File: src/rtl/gpio_pud_sequencer_if.sv
// gpio_pud_sequencer_if: pad-mode configuration request/ready channel
interface gpio_pud_sequencer_if #(parameter int CH_W = 6);
  logic            cfg_valid;
  logic            cfg_ready;
  logic [CH_W-1:0] cfg_channel;
  logic [1:0]      cfg_mode;
  modport master(output cfg_valid, cfg_channel, cfg_mode, input cfg_ready);
  modport slave(input cfg_valid, cfg_channel, cfg_mode, output cfg_ready);
endinterface

File: src/rtl/gpio_pud_sequencer.sv
// gpio_pud_sequencer: walks every GPIO channel through pull-down, pull-up and disabled, publishing checkpoint codes
module gpio_pud_sequencer #(
  parameter int NUM_CH      = 38,
  parameter int CH_W        = 6,
  parameter int HOLD_CYCLES = 1000,
  parameter int CNT_W       = 16
) (
  input  logic                    clock,
  input  logic                    reset,
  input  logic                    start,
  input  logic [NUM_CH-1:0]       skip_mask,
  gpio_pud_sequencer_if.master    cfg,
  output logic [5:0]              checkbits,
  output logic                    busy,
  output logic                    done
);
  if (HOLD_CYCLES < 1 || HOLD_CYCLES >= (1 << CNT_W)) begin : g_bad_hold
    $error("HOLD_CYCLES must lie in 1..2^CNT_W-1");
  end
  if ((1 << CH_W) < NUM_CH) begin : g_bad_ch_w
    $error("CH_W too narrow for NUM_CH");
  end
  localparam logic [5:0] CODE_START = 6'h30;
  localparam logic [5:0] CODE_PD    = 6'h31;
  localparam logic [5:0] CODE_PU    = 6'h32;
  localparam logic [5:0] CODE_DIS   = 6'h33;
  localparam logic [5:0] CODE_DONE  = 6'h34;
  typedef enum logic [3:0] {
    IDLE, ANNOUNCE, CFG_PD, HOLD_PD, CFG_PU, HOLD_PU, CFG_DIS, HOLD_DIS, DONE
  } state_t;
  state_t            state, state_n;
  logic [CNT_W-1:0]  cnt, cnt_n;
  logic [CH_W-1:0]   ch, ch_n;
  logic [NUM_CH-1:0] mask, mask_n;
  logic [5:0]        code_n;
  logic              timed, hold_end, cfg_phase, skip, accept, last;
  assign timed     = state inside {ANNOUNCE, HOLD_PD, HOLD_PU, HOLD_DIS};
  assign hold_end  = cnt == CNT_W'(HOLD_CYCLES - 1);
  assign cfg_phase = state inside {CFG_PD, CFG_PU, CFG_DIS};
  assign skip      = mask[ch];
  assign accept    = cfg_phase && (skip || cfg.cfg_ready);
  assign last      = ch == CH_W'(NUM_CH - 1);
  always_comb begin
    state_n = state;
    ch_n    = ch;
    mask_n  = mask;
    code_n  = checkbits;
    cnt_n   = timed && !hold_end ? cnt + 1'b1 : '0;
    case (state)
      IDLE, DONE: if (start) begin
        state_n = ANNOUNCE;
        ch_n    = '0;
        mask_n  = skip_mask;
        code_n  = CODE_START;
      end
      ANNOUNCE: state_n = hold_end ? CFG_PD : state;
      CFG_PD:   if (accept) begin state_n = HOLD_PD;  code_n = CODE_PD;  end
      HOLD_PD:  state_n = hold_end ? CFG_PU : state;
      CFG_PU:   if (accept) begin state_n = HOLD_PU;  code_n = CODE_PU;  end
      HOLD_PU:  state_n = hold_end ? CFG_DIS : state;
      CFG_DIS:  if (accept) begin state_n = HOLD_DIS; code_n = CODE_DIS; end
      HOLD_DIS: if (hold_end) begin
        state_n = last ? DONE : CFG_PD;
        ch_n    = last ? ch : ch + 1'b1;
        code_n  = last ? CODE_DONE : checkbits;
      end
      default:  state_n = IDLE;
    endcase
  end
  always_ff @(posedge clock) begin
    if (reset) begin
      state     <= IDLE;
      cnt       <= '0;
      ch        <= '0;
      mask      <= '0;
      checkbits <= '0;
    end else begin
      state     <= state_n;
      cnt       <= cnt_n;
      ch        <= ch_n;
      mask      <= mask_n;
      checkbits <= code_n;
    end
  end
  assign cfg.cfg_valid   = cfg_phase && !skip;
  assign cfg.cfg_channel = ch;
  assign cfg.cfg_mode    = state == CFG_PD ? 2'b01 : state == CFG_PU ? 2'b10 : 2'b00;
  assign busy            = !(state inside {IDLE, DONE});
  assign done            = state == DONE;
endmodule

File: src/flat_wrapper.sv
// flat-port wrapper written by rule: the top's interface ports become plain ports
module gpio_pud_sequencer_flat 
#(
  parameter int NUM_CH      = 38,
  parameter int CH_W        = 6,
  parameter int HOLD_CYCLES = 1000,
  parameter int CNT_W       = 16
)
  (clock, reset, start, skip_mask, checkbits, busy, done, cfg_cfg_valid, cfg_cfg_channel, cfg_cfg_mode, cfg_cfg_ready);
  gpio_pud_sequencer_if #(.CH_W(CH_W)) cfg_i ();
  input  logic clock;
  input  logic reset;
  input  logic start;
  input  logic [NUM_CH-1:0] skip_mask;
  output logic [5:0] checkbits;
  output logic busy;
  output logic done;
  output wire logic [$bits(cfg_i.cfg_valid)-1:0] cfg_cfg_valid;
  output wire logic [$bits(cfg_i.cfg_channel)-1:0] cfg_cfg_channel;
  output wire logic [$bits(cfg_i.cfg_mode)-1:0] cfg_cfg_mode;
  input wire logic [$bits(cfg_i.cfg_ready)-1:0] cfg_cfg_ready;
  assign cfg_cfg_valid = cfg_i.cfg_valid;
  assign cfg_cfg_channel = cfg_i.cfg_channel;
  assign cfg_cfg_mode = cfg_i.cfg_mode;
  assign cfg_i.cfg_ready = cfg_cfg_ready;
  gpio_pud_sequencer #(.NUM_CH(NUM_CH), .CH_W(CH_W), .HOLD_CYCLES(HOLD_CYCLES), .CNT_W(CNT_W)) u_core (.clock(clock), .reset(reset), .start(start), .skip_mask(skip_mask), .cfg(cfg_i), .checkbits(checkbits), .busy(busy), .done(done));
endmodule
File: config.mk
export PLATFORM = sky130hd
export DESIGN_NAME = gpio_pud_sequencer_flat
export DESIGN_NICKNAME = d
export VERILOG_FILES = /design/src/rtl/gpio_pud_sequencer_if.sv /design/src/rtl/gpio_pud_sequencer.sv /design/src/flat_wrapper.sv
export SDC_FILE = /design/constraint.sdc
export NUM_CORES = 1
export LEC_CHECK = 0
export BUFFER_PORTS_ARGS = -buffer_cell sky130_fd_sc_hd__buf_2
export CAP_MARGIN = 20
export CORE_MARGIN = 3
export CORE_UTILIZATION = 56
export CTS_BUF_LIST = sky130_fd_sc_hd__clkbuf_8
export CTS_CLUSTER_SIZE = 25
export DETAILED_ROUTE_END_ITERATION = 12
export PLACE_DENSITY = 0.84
export RECOVER_POWER = 50
export SYNTH_ARGS = -nofsm -noshare
export SYNTH_HDL_FRONTEND = slang
export SYNTH_SLANG_ARGS = --single-unit
export TNS_END_PERCENT = 20
File: constraint.sdc
create_clock -name clock -period 4.8 [get_ports clock]
set_input_delay 0.24 -clock clock [delete_from_list [all_inputs] [get_ports clock]]
set_output_delay 0.24 -clock clock [all_outputs]
set_load 0.02 [all_outputs]
After elaboration in Yosys (flattened, before gate mapping)
Index checks and enable logic that the tools add are counted.
Storage, ports and cells
  register bits: 70
  output and inout port bits: 17
  logic and storage cells: 73
Operators by class
  add/subtract/negate cells: 2
  order comparisons: 1
  equality and inequality tests: 20
  muxes and demuxes: 25
  bitwise operators: 1
  reductions and logical operators: 19
Operators by type and width (number)
  two-way mux 6 bit: 9
  two-way mux 4 bit: 9
  case mux 4 bit (8 select lines): 1
  case mux 6 bit (5 select lines): 1
  adder 16 x 1 -> 16 bit, second input constant: 1
  == test 16 x 10 -> 1 bit, second input constant: 1
  == test 4 x 3 -> 1 bit, second input constant: 4
  != test 2 x 1 -> 1 bit, second input constant: 8
  case mux 6 bit (2 select lines): 1
  == test 4 x 2 -> 1 bit, second input constant: 2
  AND reduction 8 bit: 1
  less-than comparator 6 x 7 -> 1 bit, second input constant: 1
  AND reduction 7 bit: 1
  adder 6 x 1 -> 6 bit, second input constant: 1
  binary-select mux 1 bit (select 6 bit): 1
  == test 6 bit, second input constant: 1
  nonzero test 5 bit: 1
  == test 4 x 1 -> 1 bit, second input constant: 1
  == test 4 bit, second input constant: 1
  zero test 4 bit: 1
  two-way mux 2 bit: 2
  != test 2 bit, second input constant: 2
  AND reduction 4 bit: 1
  nonzero test 2 bit: 2
  9 further kinds: 14

Depth between registers and ports, before layout
Gate-level depths: netlist (run 1).
  word-level depth: 6
  depth in mapped cells: 9

Least setup slack after synthesis (run 1)
No wires, ideal clock.
  path kind: reg2reg
  start point: register u_core.ch[1], in the netlist u_core.cfg.cfg_channel[1]
  end point: register u_core.state[2]
  library setup time: 65 ps
  arrival: 2306 ps
  slack: 2429 ps
  cell stages (with the launch flop): 8
  buffers on the path: 1
  clock period less this slack: 2371 ps
  cell sequence: dfxtp_1 > buf_6 > mux4_1 > mux4_2 > o22ai_2 > o31a_1 > a311oi_1 > nor2_1
On the way
  cells in the longest elaborated chain, start to end: 6
Ends and longest elaborated chain
  start: declaration: line gpio_pud_sequencer.sv:33  | logic [CH_W-1:0] ch, ch_n;
  start signal: assignment: line gpio_pud_sequencer.sv:80  | ch <= ch_n;
  binary-select mux 1 bit (select 6 bit) (*): line gpio_pud_sequencer.sv:40  | assign skip = mask[ch];
  two-way mux 1 bit (not written as such) (*): line gpio_pud_sequencer.sv:40
  logical OR 1 bit (*): line gpio_pud_sequencer.sv:41  | assign accept = cfg_phase && (skip || cfg.cfg_ready);
  logical AND 1 bit (*): line gpio_pud_sequencer.sv:41
  != test 2 x 1 -> 1 bit (no source line)
  AND reduction 8 bit (no source line) (*)
  end signal: assignment: line gpio_pud_sequencer.sv:78  | state <= state_n;
  end: declaration: line gpio_pud_sequencer.sv:31  | state_t state, state_n;
Mark *: on every way between the ends. The rest lies on a longest branch, timed or not. The select of a mux whose other input is x is not followed.
A chain may end at the register's enable or synchronous reset.

Worst setup path in the final report (run 1)
  start point: register u_core.state[1]
  end point: register u_core.ch[3], in the netlist u_core.cfg.cfg_channel[3]
On the way
  cells in the longest elaborated chain, start to end: 4
Ends and longest elaborated chain
  == test 4 bit or zero test 4 bit (tied branches): line gpio_pud_sequencer.sv:49  | case (state)
  OR reduction 2 bit: line gpio_pud_sequencer.sv:49
  != test 2 bit (no source line) or nonzero test 2 bit (tied branches)
  AND reduction 4 bit (no source line)
Several ways; a longest one is shown, not always the timed one.

==> results of run 1 <==
==> area by class of cell <==
type,count,share of cell area
inverters,6,0.00632
well taps,70,0.0246
clock inverters,4,0.00492
repair buffers,59,0.0780
clock buffers,11,0.0425
multi-input cells,268,0.461
flip-flops and latches,68,0.382
==> state kept, by name, summed over array words and instances (netlist names) <==
register	cells
u_core.mask	38
u_core.cfg.cfg_channel	6
u_core.checkbits	4
u_core.cnt	16
u_core.state	4
==> synth_stat cells, types with 2 or more instances <==
cell type	instances
nor2b_1	2
nand3b_1	4
ha_1	3
mux2_1	2
nand2b_1	4
mux4_1	5
nor4b_1	2
mux2i_1	4
mux4_2	4
or2_2	2
inv_1	6
xor2_1	13
a32o_1	2
buf_4	2
buf_6	2
clkbuf_1	18
nand4_1	5
a21oi_1	42
dfxtp_1	68
xnor2_1	5
nor2_1	33
nor3_1	6
o211ai_1	2
o211a_1	2
and2_1	2
and3_1	6
buf_2	2
nand2_1	90
nand3_1	7
==> cells by family after synthesis <==
logic type / synth area share
AND/OR/NAND/NOR: 0.243
flip-flops: 0.433
AO/OA/AOI/OAI: 0.126
buffers and inverters: 0.0438
XOR/XNOR: 0.0502
multiplexers: 0.0904
adder cells (fa/ha/maj): 0.0119
other: 0.00119
==> power breakdown <==
group,internal [mW],total (mW),switching (mW)
Clock,0.207,0.411,0.203
Combinational,0.0613,0.163,0.102
Sequential,0.598,0.619,0.0217
==> per-layer routing <==
| layer | vias to the layer above | wire (um) | GRT usage |
|---|---|---|---|
| met4 | 0 | 131 | 0.113 |
| li1 | 1342 | - | - |
| met5 | - | 0 | 0 |
| met3 | 15 | 391 | 0.0432 |
| met2 | 86 | 3360 | 0.368 |
| met1 | 1212 | 3000 | 0.299 |
==> critical path: cells and delay by family, from the launching register on <==
kind,cells,cell delay [ns]
buf+inv,1,1.26
simple gates,4,0.78
flops,1,0.36
compound gates,1,0.31
xor+xnor,1,0.20
==> path summary, 6_finish.rpt <==
path              startpoint  cells past startpoint  slack (ns)                   endpoint
min reg2reg  u_core.mask[11]                      2        0.46            u_core.mask[11]
min            skip_mask[34]                      3        0.13            u_core.mask[34]
max reg2reg  u_core.state[1]                      7        1.70  u_core.cfg.cfg_channel[3]
max          u_core.state[1]                      7        1.70  u_core.cfg.cfg_channel[3]
==> results.json, run 1 <==
{
  "area_delta_synth_final_pct": 13.3,
  "failed_checks": "capacitance limit, slew limit",
  "wl_per_cell_um": 14.1,
  "yosys.area.top_type_share": 0.433,
  "hold_violations": 0,
  "syn_avg_cell_area_um2": 8.58,
  "peakVddDrop_mv": 0.213,
  "setup_viol": 0,
  "required_ns": 4.96,
  "grt_overflow_total": 0,
  "dp_cells": 471,
  "drive_gt1_frac": 0.161,
  "grtUsageTotal": 0.230,
  "power.total_mw": 1.19,
  "p_per_area_nw_per_um2": 335,
  "multi_input_area_um2": 1640,
  "fmax_mhz": 323,
  "stdcell_count": 486,
  "hold_ws_ns": 0.129,
  "place_congestion": 0.793,
  "ys_warn_count": 0,
  "path_max_fanout": 45,
  "holdCritPathClass": "in2reg",
  "chipHeight_um": 80.9,
  "post-route-util": 0.676,
  "io_pins": 59,
  "async_reset_ff_frac": 0,
  "crit_slowest_cell": "clkbuf_1",
  "dp_slack_ns": 2.12,
  "final_max_slew_viol_count": 46,
  "power.leakage_nw": 1.36,
  "cts.sinks": 68,
  "dpl_cell_area_um2": 3410,
  "arrival_ns": 3.25,
  "post-dp-hpwl_um": 4600,
  "holdBufCountCts": 0,
  "vias_per_cell": 5.46,
  "die_x_um": 80.9,
  "skew_ns": 0.00586,
  "clockBufferDepth": 2,
  "syn_inst": 366,
  "setup_tns_ns": 0,
  "cts_made_buffers": 9,
  "drc": 0,
  "cp-end-kind": "flip-flop",
  "grt_pass1_vias": 2497,
  "fillers": 450,
  "grt_max_degree": 57,
  "initial_utilization": 0.596,
  "synthTopCellsByArea": "dfxtp_1 43%, nand2_1 11%, a21oi_1 6.7%",
  "antenna_left": 0,
  "grt_pass1_wl_um": 11700,
  "relSlewSlack": -0.177,
  "crit_chain": "or2_0 > nor2_1 > and2_0 > clkbuf_1 > o21ai_0 > xor2_1 > nor3_1",
  "synth_edf_count": 0,
  "insertion_delay_ns": 0.34,
  "syn-num-nets": 411,
  "rsz0062_at_grt": "false",
  "diodes": 0,
  "ys.flop_type": "dfxtp_1",
  "root_buffer": "clkbuf_8",
  "cts-htree-levels": 3,
  "fin_crit_ns": 3.10,
  "antenna_found_initial": 0,
  "synth-seq-area-share": 0.433,
  "critPathKind": "reg2reg",
  "drt-total-wl_um": 6880,
  "finalWorstSetupSlack_ns": 1.70,
  "dieArea_um2": 6540,
  "drtIter0Drc": 162,
  "final_nets": 457,
  "max_stage_delay_ns": 1.26,
  "clk_pin_slew_ns": 0.07,
  "synth_area_leader_cell": "dfxtp_1",
  "num_rows": 26,
  "max_slew.worst_pin.slew_ns": 1.77,
  "cp-start-kind": "flip-flop",
  "cts_setup_buffers": 0,
  "mostFrequentLayoutCells": "90 x nand2_1, 68 x dfxtp_1, 42 x a21oi_1, 42 x buf_2, 33 x nor2_1",
  "syn_area_um2": 3140,
  "max_cap_violations": 1,
  "post-route-period-util": 0.645,
  "fin_area_um2": 3560,
  "core-area_um2": 5270,
  "ctsResizeCount": 0,
  "synth_seq_cells": 68,
  "outcome": "finished with violations",
  "dr_total_vias": 2655,
  "cts_tree": "built",
  "port_buffers": 57,
  "seqCellArea_um2": 1360,
  "drt-pass1-iter-count": 4,
  "synth_cell_type_count": 50,
  "layout_commonest_cell": "nand2_1"
}
(Power assumes the default switching activity.)
==> run 2: changes to the inputs <==
--- a/config.mk
+++ b/config.mk
@@ -8,11 +8,11 @@
 export BUFFER_PORTS_ARGS = -buffer_cell sky130_fd_sc_hd__buf_2
 export CAP_MARGIN = 20
 export CORE_MARGIN = 3
-export CORE_UTILIZATION = 56
+export CORE_UTILIZATION = 52
 export CTS_BUF_LIST = sky130_fd_sc_hd__clkbuf_8
 export CTS_CLUSTER_SIZE = 25
 export DETAILED_ROUTE_END_ITERATION = 12
-export PLACE_DENSITY = 0.84
+export PLACE_DENSITY = 0.82
 export RECOVER_POWER = 50
 export SYNTH_ARGS = -nofsm -noshare
 export SYNTH_HDL_FRONTEND = slang
==> constraint.sdc (replaced) <==
create_clock -name clock -period 2.7 [get_ports clock]
set_input_delay 0.135 -clock clock [delete_from_list [all_inputs] [get_ports clock]]
set_output_delay 0.135 -clock clock [all_outputs]
set_load 0.02 [all_outputs]
==> run 2 against run 1 <==
Clock power grew to 2.5 times the previous value; utilization decreased by 2.5 points; global-route usage decreased by 2.6 points; die area is 7.1% higher; the run now ends clean; critical endpoint is now cfg_cfg_valid; sequential share of layout area shrank 1.3 points.
==> results.json, run 2 (synthesis gave the netlist of run 1 again) <==
{
  "port_buffers": 57,
  "area_delta_synth_final_pct": 17.5,
  "cts_tree": "built",
  "fin_crit_ns": 2.60,
  "max_cap_violations": 0,
  "required_ns": 2.57,
  "rr_worst_depth": 6,
  "place_congestion": 0.851,
  "grtUsageTotal": 0.204,
  "power.total_mw": 2.43,
  "dieArea_um2": 7010,
  "antenna_found_initial": 0,
  "fmax_mhz": 385,
  "clockBufferDepth": 2,
  "cts.sinks": 68,
  "root_buffer": "clkbuf_8",
  "fillers": 494,
  "chipHeight_um": 83.7,
  "critPathLaunch": "u_core.cfg.cfg_channel[1]",
  "final_max_slew_viol_count": 0,
  "worstReg2RegStart": "u_core.state[1]",
  "fin_area_um2": 3690,
  "holdCritPathClass": "in2reg",
  "dpl_cell_area_um2": 3450,
  "grt_overflow_total": 0,
  "p_per_area_nw_per_um2": 657,
  "cts_made_buffers": 9,
  "skew_ns": 0.0119,
  "largest_register_ffs": 38,
  "grt_max_degree": 34,
  "clock_power_share": 0.425,
  "setup_viol": 0,
  "clk_pin_slew_ns": 0.08,
  "post-dp-hpwl_um": 4780,
  "switching_power_mw": 0.614,
  "arrival_ns": 2.46,
  "grt_pass1_vias": 2559,
  "insertion_delay_ns": 0.35,
  "relSlewSlack": 0.497,
  "initial_utilization": 0.554,
  "hold_violations": 0,
  "drt-pass1-iter-count": 4,
  "power.leakage_nw": 1.42,
  "die_x_um": 83.7,
  "switching_share": 0.253,
  "dp_cells": 478,
  "mostFrequentLayoutCells": "90 x nand2_1, 67 x dfxtp_1, 44 x buf_2",
  "seqCellArea_um2": 1360,
  "path_max_fanout": 7,
  "multi_input_area_um2": 1650,
  "drc": 0,
  "setup_tns_ns": 0,
  "cts_setup_buffers": 0,
  "antenna_left": 0,
  "cp-end-kind": "output pin",
  "hp-start": "skip_mask[0]",
  "peakVddDrop_mv": 0.436,
  "top_register": "u_core.mask",
  "diodes": 0,
  "dr_total_vias": 2691,
  "post-route-period-util": 0.962,
  "layout_commonest_cell": "nand2_1",
  "rsz0062_at_grt": "false",
  "stdcell_count": 494,
  "p_seq_frac": 0.452,
  "cts-htree-levels": 3,
  "core-area_um2": 5680,
  "worstHoldPathCells": 3,
  "p_int_mw": 1.81,
  "drive_gt1_frac": 0.187,
  "drtIter0Drc": 146,
  "vias_per_cell": 5.45,
  "drt-total-wl_um": 6950,
  "final_nets": 462,
  "critPathKind": "reg2out",
  "grt_pass1_wl_um": 11800,
  "comb_power_share": 0.123,
  "cp-start-kind": "flip-flop",
  "holdBufCountCts": 0,
  "io_pins": 59,
  "outcome": "completed",
  "num_rows": 27,
  "max_slew.worst_pin.slew_ns": 0.754,
  "post-route-util": 0.650,
  "wl_per_cell_um": 14.1
}
==> run 2: cell count changes in the layout (fill, tap and decap cells not counted), sizes merged <==
cell,before,now
inv,8,6
buf,43,49
clkinvlp,0,1
clkbuf,27,25
bufinv,0,3
==> run 2: critical path, cell delays in order (launching register included) <==
cell     delay (ns)
dfxtp_2        0.43
mux4_1         0.58
mux4_2         0.52
o22ai_4        0.20
o31a_1         0.21
buf_2          0.18
==> run 2: metrics by stage <==
step	hold slack [ns]	setup WS (ns)
2_1_floorplan	0.271	0.329
3_3_place_gp	0.376	0.382
3_5_place_dp	0.383	0.264
4_1_cts	0.0146	0.0653
5_1_grt	0.0186	0.0195
6_report	0.0194	0.102
==> run 2: per-layer routing <==
metal,share of wire,global-route usage,vias to the layer above
met5,0,0,-
met4,0.014,0.0673,0
met3,0.061,0.0612,10
met2,0.47,0.324,68
met1,0.45,0.265,1261
li1,-,-,1352
==> run 2: timing repair <==
item,in CTS,in global routing
resized for setup,1,1
setup endpoints to repair,1,1
hold endpoints to repair,0,0
==> run 2: power by group through the flow <==
stage,sequential [mW],clock [mW],combinational [mW]
floorplan,1.11,0,0.213
global placement,1.12,0,0.290
detailed placement,1.12,0,0.301
CTS,1.10,1.04,0.304
global route,1.10,1.09,0.334
finish,1.10,1.03,0.298
==> run 2: final timing paths <==
kind | slack [ns] | to
max | 0.10 | cfg_cfg_valid
max reg2reg | 0.35 | u_core.mask[27]
min | 0.02 | u_core.mask[0]
min reg2reg | 0.46 | u_core.mask[18]
==> run 2: final cells by class <==
| class | instances | share of cell area |
|---|---|---|
| multi-input combinational | 268 | 0.447 |
| sequential | 68 | 0.369 |
| timing repair buffer | 64 | 0.0858 |
| clock buffer | 10 | 0.0373 |
| clock inverter | 6 | 0.0302 |
| tap | 72 | 0.0244 |
| inverter | 6 | 0.00610 |
==> run 3: changes to the inputs <==
--- a/config.mk
+++ b/config.mk
@@ -5,14 +5,14 @@
 export SDC_FILE = /design/constraint.sdc
 export NUM_CORES = 1
 export LEC_CHECK = 0
-export BUFFER_PORTS_ARGS = -buffer_cell sky130_fd_sc_hd__buf_2
 export CAP_MARGIN = 20
 export CORE_MARGIN = 3
-export CORE_UTILIZATION = 52
+export CORE_UTILIZATION = 56
 export CTS_BUF_LIST = sky130_fd_sc_hd__clkbuf_8
 export CTS_CLUSTER_SIZE = 25
 export DETAILED_ROUTE_END_ITERATION = 12
-export PLACE_DENSITY = 0.82
+export DONT_BUFFER_PORTS = 1
+export PLACE_DENSITY = 0.78
 export RECOVER_POWER = 50
 export SYNTH_ARGS = -nofsm -noshare
 export SYNTH_HDL_FRONTEND = slang
==> run 3 against run 2 <==
Combinational power rose by 3%; sequential cell count did not move; fmax rose by 1.4%; non-clock buffer count fell by 16; critical path depth did not move; total power fell by 8.5%; first-iteration DRC count rose by 6.8%; via count rose by 0.63%; hold slack improved by 0.017 ns; critical endpoint unchanged.
==> results.json, run 3 (synthesis gave the netlist of run 1 again) <==
{
  "grt_pass1_wl_um": 12100,
  "final_nets": 446,
  "drt-total-wl_um": 7290,
  "layout_commonest_cell": "nand2_1",
  "grt_max_degree": 52,
  "clk_pin_slew_ns": 0.07,
  "power.leakage_nw": 1.37,
  "post-dp-hpwl_um": 4680,
  "insertion_delay_ns": 0.35,
  "wl_per_cell_um": 15.3,
  "p_per_area_nw_per_um2": 590,
  "peakVddDrop_mv": 0.422,
  "chipHeight_um": 80.9,
  "p_seq_frac": 0.498,
  "initial_utilization": 0.596,
  "setup_viol": 0,
  "clockBufferDepth": 2,
  "final_max_slew_viol_count": 0,
  "core-area_um2": 5270,
  "max_cap_violations": 0,
  "hold_ws_ns": 0.0360,
  "grtUsageTotal": 0.241,
  "hold_violations": 0,
  "switching_share": 0.275,
  "critPathKind": "reg2out",
  "cp-end-kind": "output pin",
  "p_int_mw": 1.61,
  "io_pins": 59,
  "cp-start-kind": "flip-flop",
  "skew_ns": 0.00808,
  "place_congestion": 0.847,
  "root_buffer": "clkbuf_8",
  "r2r_slack_ns": 0.39,
  "arrival_ns": 2.43,
  "crit_slowest_cell": "mux4_1",
  "drc": 0,
  "cts-htree-levels": 3,
  "mostFrequentLayoutCells": "90 x nand2_1, 66 x dfxtp_1, 42 x a21oi_1",
  "setup_tns_ns": 0,
  "power.total_mw": 2.22,
  "path_max_fanout": 7,
  "clock_power_share": 0.364,
  "cts.sinks": 68,
  "drtIter0Drc": 156,
  "cts_tree": "built",
  "cts_setup_buffers": 0,
  "required_ns": 2.57,
  "antenna_left": 0,
  "largest_register_ffs": 38,
  "top_register": "u_core.mask",
  "area_delta_synth_final_pct": 19.9,
  "max_stage_delay_ns": 0.57,
  "relSlewSlack": 0.431,
  "fmax_mhz": 390,
  "post-route-period-util": 0.949,
  "vias_per_cell": 5.69,
  "drt-pass1-iter-count": 4,
  "dr_total_vias": 2708,
  "antenna_found_initial": 0,
  "num_rows": 26,
  "rsz0062_at_grt": "false",
  "port_buffers": 0,
  "cts_made_buffers": 9,
  "drive_gt1_frac": 0.0837,
  "max_slew.worst_pin.slew_ns": 0.853,
  "dieArea_um2": 6540,
  "fin_crit_ns": 2.56,
  "outcome": "completed",
  "worstReg2RegStart": "u_core.cnt[0]",
  "switching_power_mw": 0.610,
  "holdCritPathClass": "in2reg",
  "grt_pass1_vias": 2648,
  "comb_power_share": 0.138,
  "critPathLaunch": "u_core.cfg.cfg_channel[1]",
  "grt_overflow_total": 0,
  "diodes": 0,
  "crit_chain": "mux4_1 > mux4_2 > o22ai_2 > o31a_1 > buf_4",
  "die_x_um": 80.9,
  "hp-start": "reset"
}
[run 3: cell count changes in the layout (fill, tap and decap cells not counted), sizes merged]
| cell | delta |
|---|---|
| buf | -42 |
| bufinv | -2 |
| clkbuf | -13 |
| clkinvlp | +1 |
| dlygate4sd3 | +38 |
| inv | +2 |
[run 3: final cells by class]
| cell class | instances | area (um^2) |
|---|---|---|
| clock buffer | 9 | 124 |
| fill | 411 | 1500 |
| multi-input combinational | 268 | 1640 |
| clock inverter | 7 | 67.6 |
| tap | 70 | 87.6 |
| inverter | 6 | 22.5 |
| sequential | 68 | 1370 |
| timing repair buffer | 48 | 457 |
[run 3: path summary, 6_finish.rpt]
| kind | to | cells past startpoint |
|---|---|---|
| min | u_core.checkbits[0] | 2 |
| min reg2reg | u_core.mask[12] | 2 |
| max reg2reg | u_core.cnt[9] | 6 |
| max | cfg_cfg_valid | 5 |
[run 3: through the flow]
step | cell area (um^2) | setup slack (ns) | instances | utilization
after floorplan | 3140 | 0.329 | 366 | -
after global placement | 3180 | 0.362 | 421 | 0.604
after detailed placement | 3180 | 0.283 | 421 | 0.604
after CTS | 3770 | 0.0684 | 476 | 0.716
after global routing | 3770 | 0.0409 | 476 | 0.715
final | 3770 | 0.137 | 476 | 0.715
[run 3: worst max-delay path, delay by kind of cell (launching register included)]
kind	cells	cell delay [ns]
AOI/OAI and AO/OA	2	0.45
buffers and inverters	1	0.16
DFF	1	0.41
muxes	2	1.07
[run 3: timing repair]
action	in CTS	in global routing
endpoints found under the setup margin	1	1
gates resized for setup	1	2
endpoints found under the hold margin	50	0
hold buffers	39	0
[run 3: power by group through the flow]
stage	sequential, mW	combinational, mW	clock, mW
global route	1.11	0.343	0.873
floorplan	1.11	0.213	0
detailed placement	1.13	0.244	0
global placement	1.13	0.237	0
CTS	1.11	0.303	0.827
finish	1.11	0.306	0.808
[run 3: layer usage]
metal	up-vias	share of wire	track usage
li1	1316	-	-
met1	1297	0.41	0.287
met2	84	0.51	0.402
met3	11	0.069	0.0865
met4	0	0.014	0.0811
met5	-	0	0
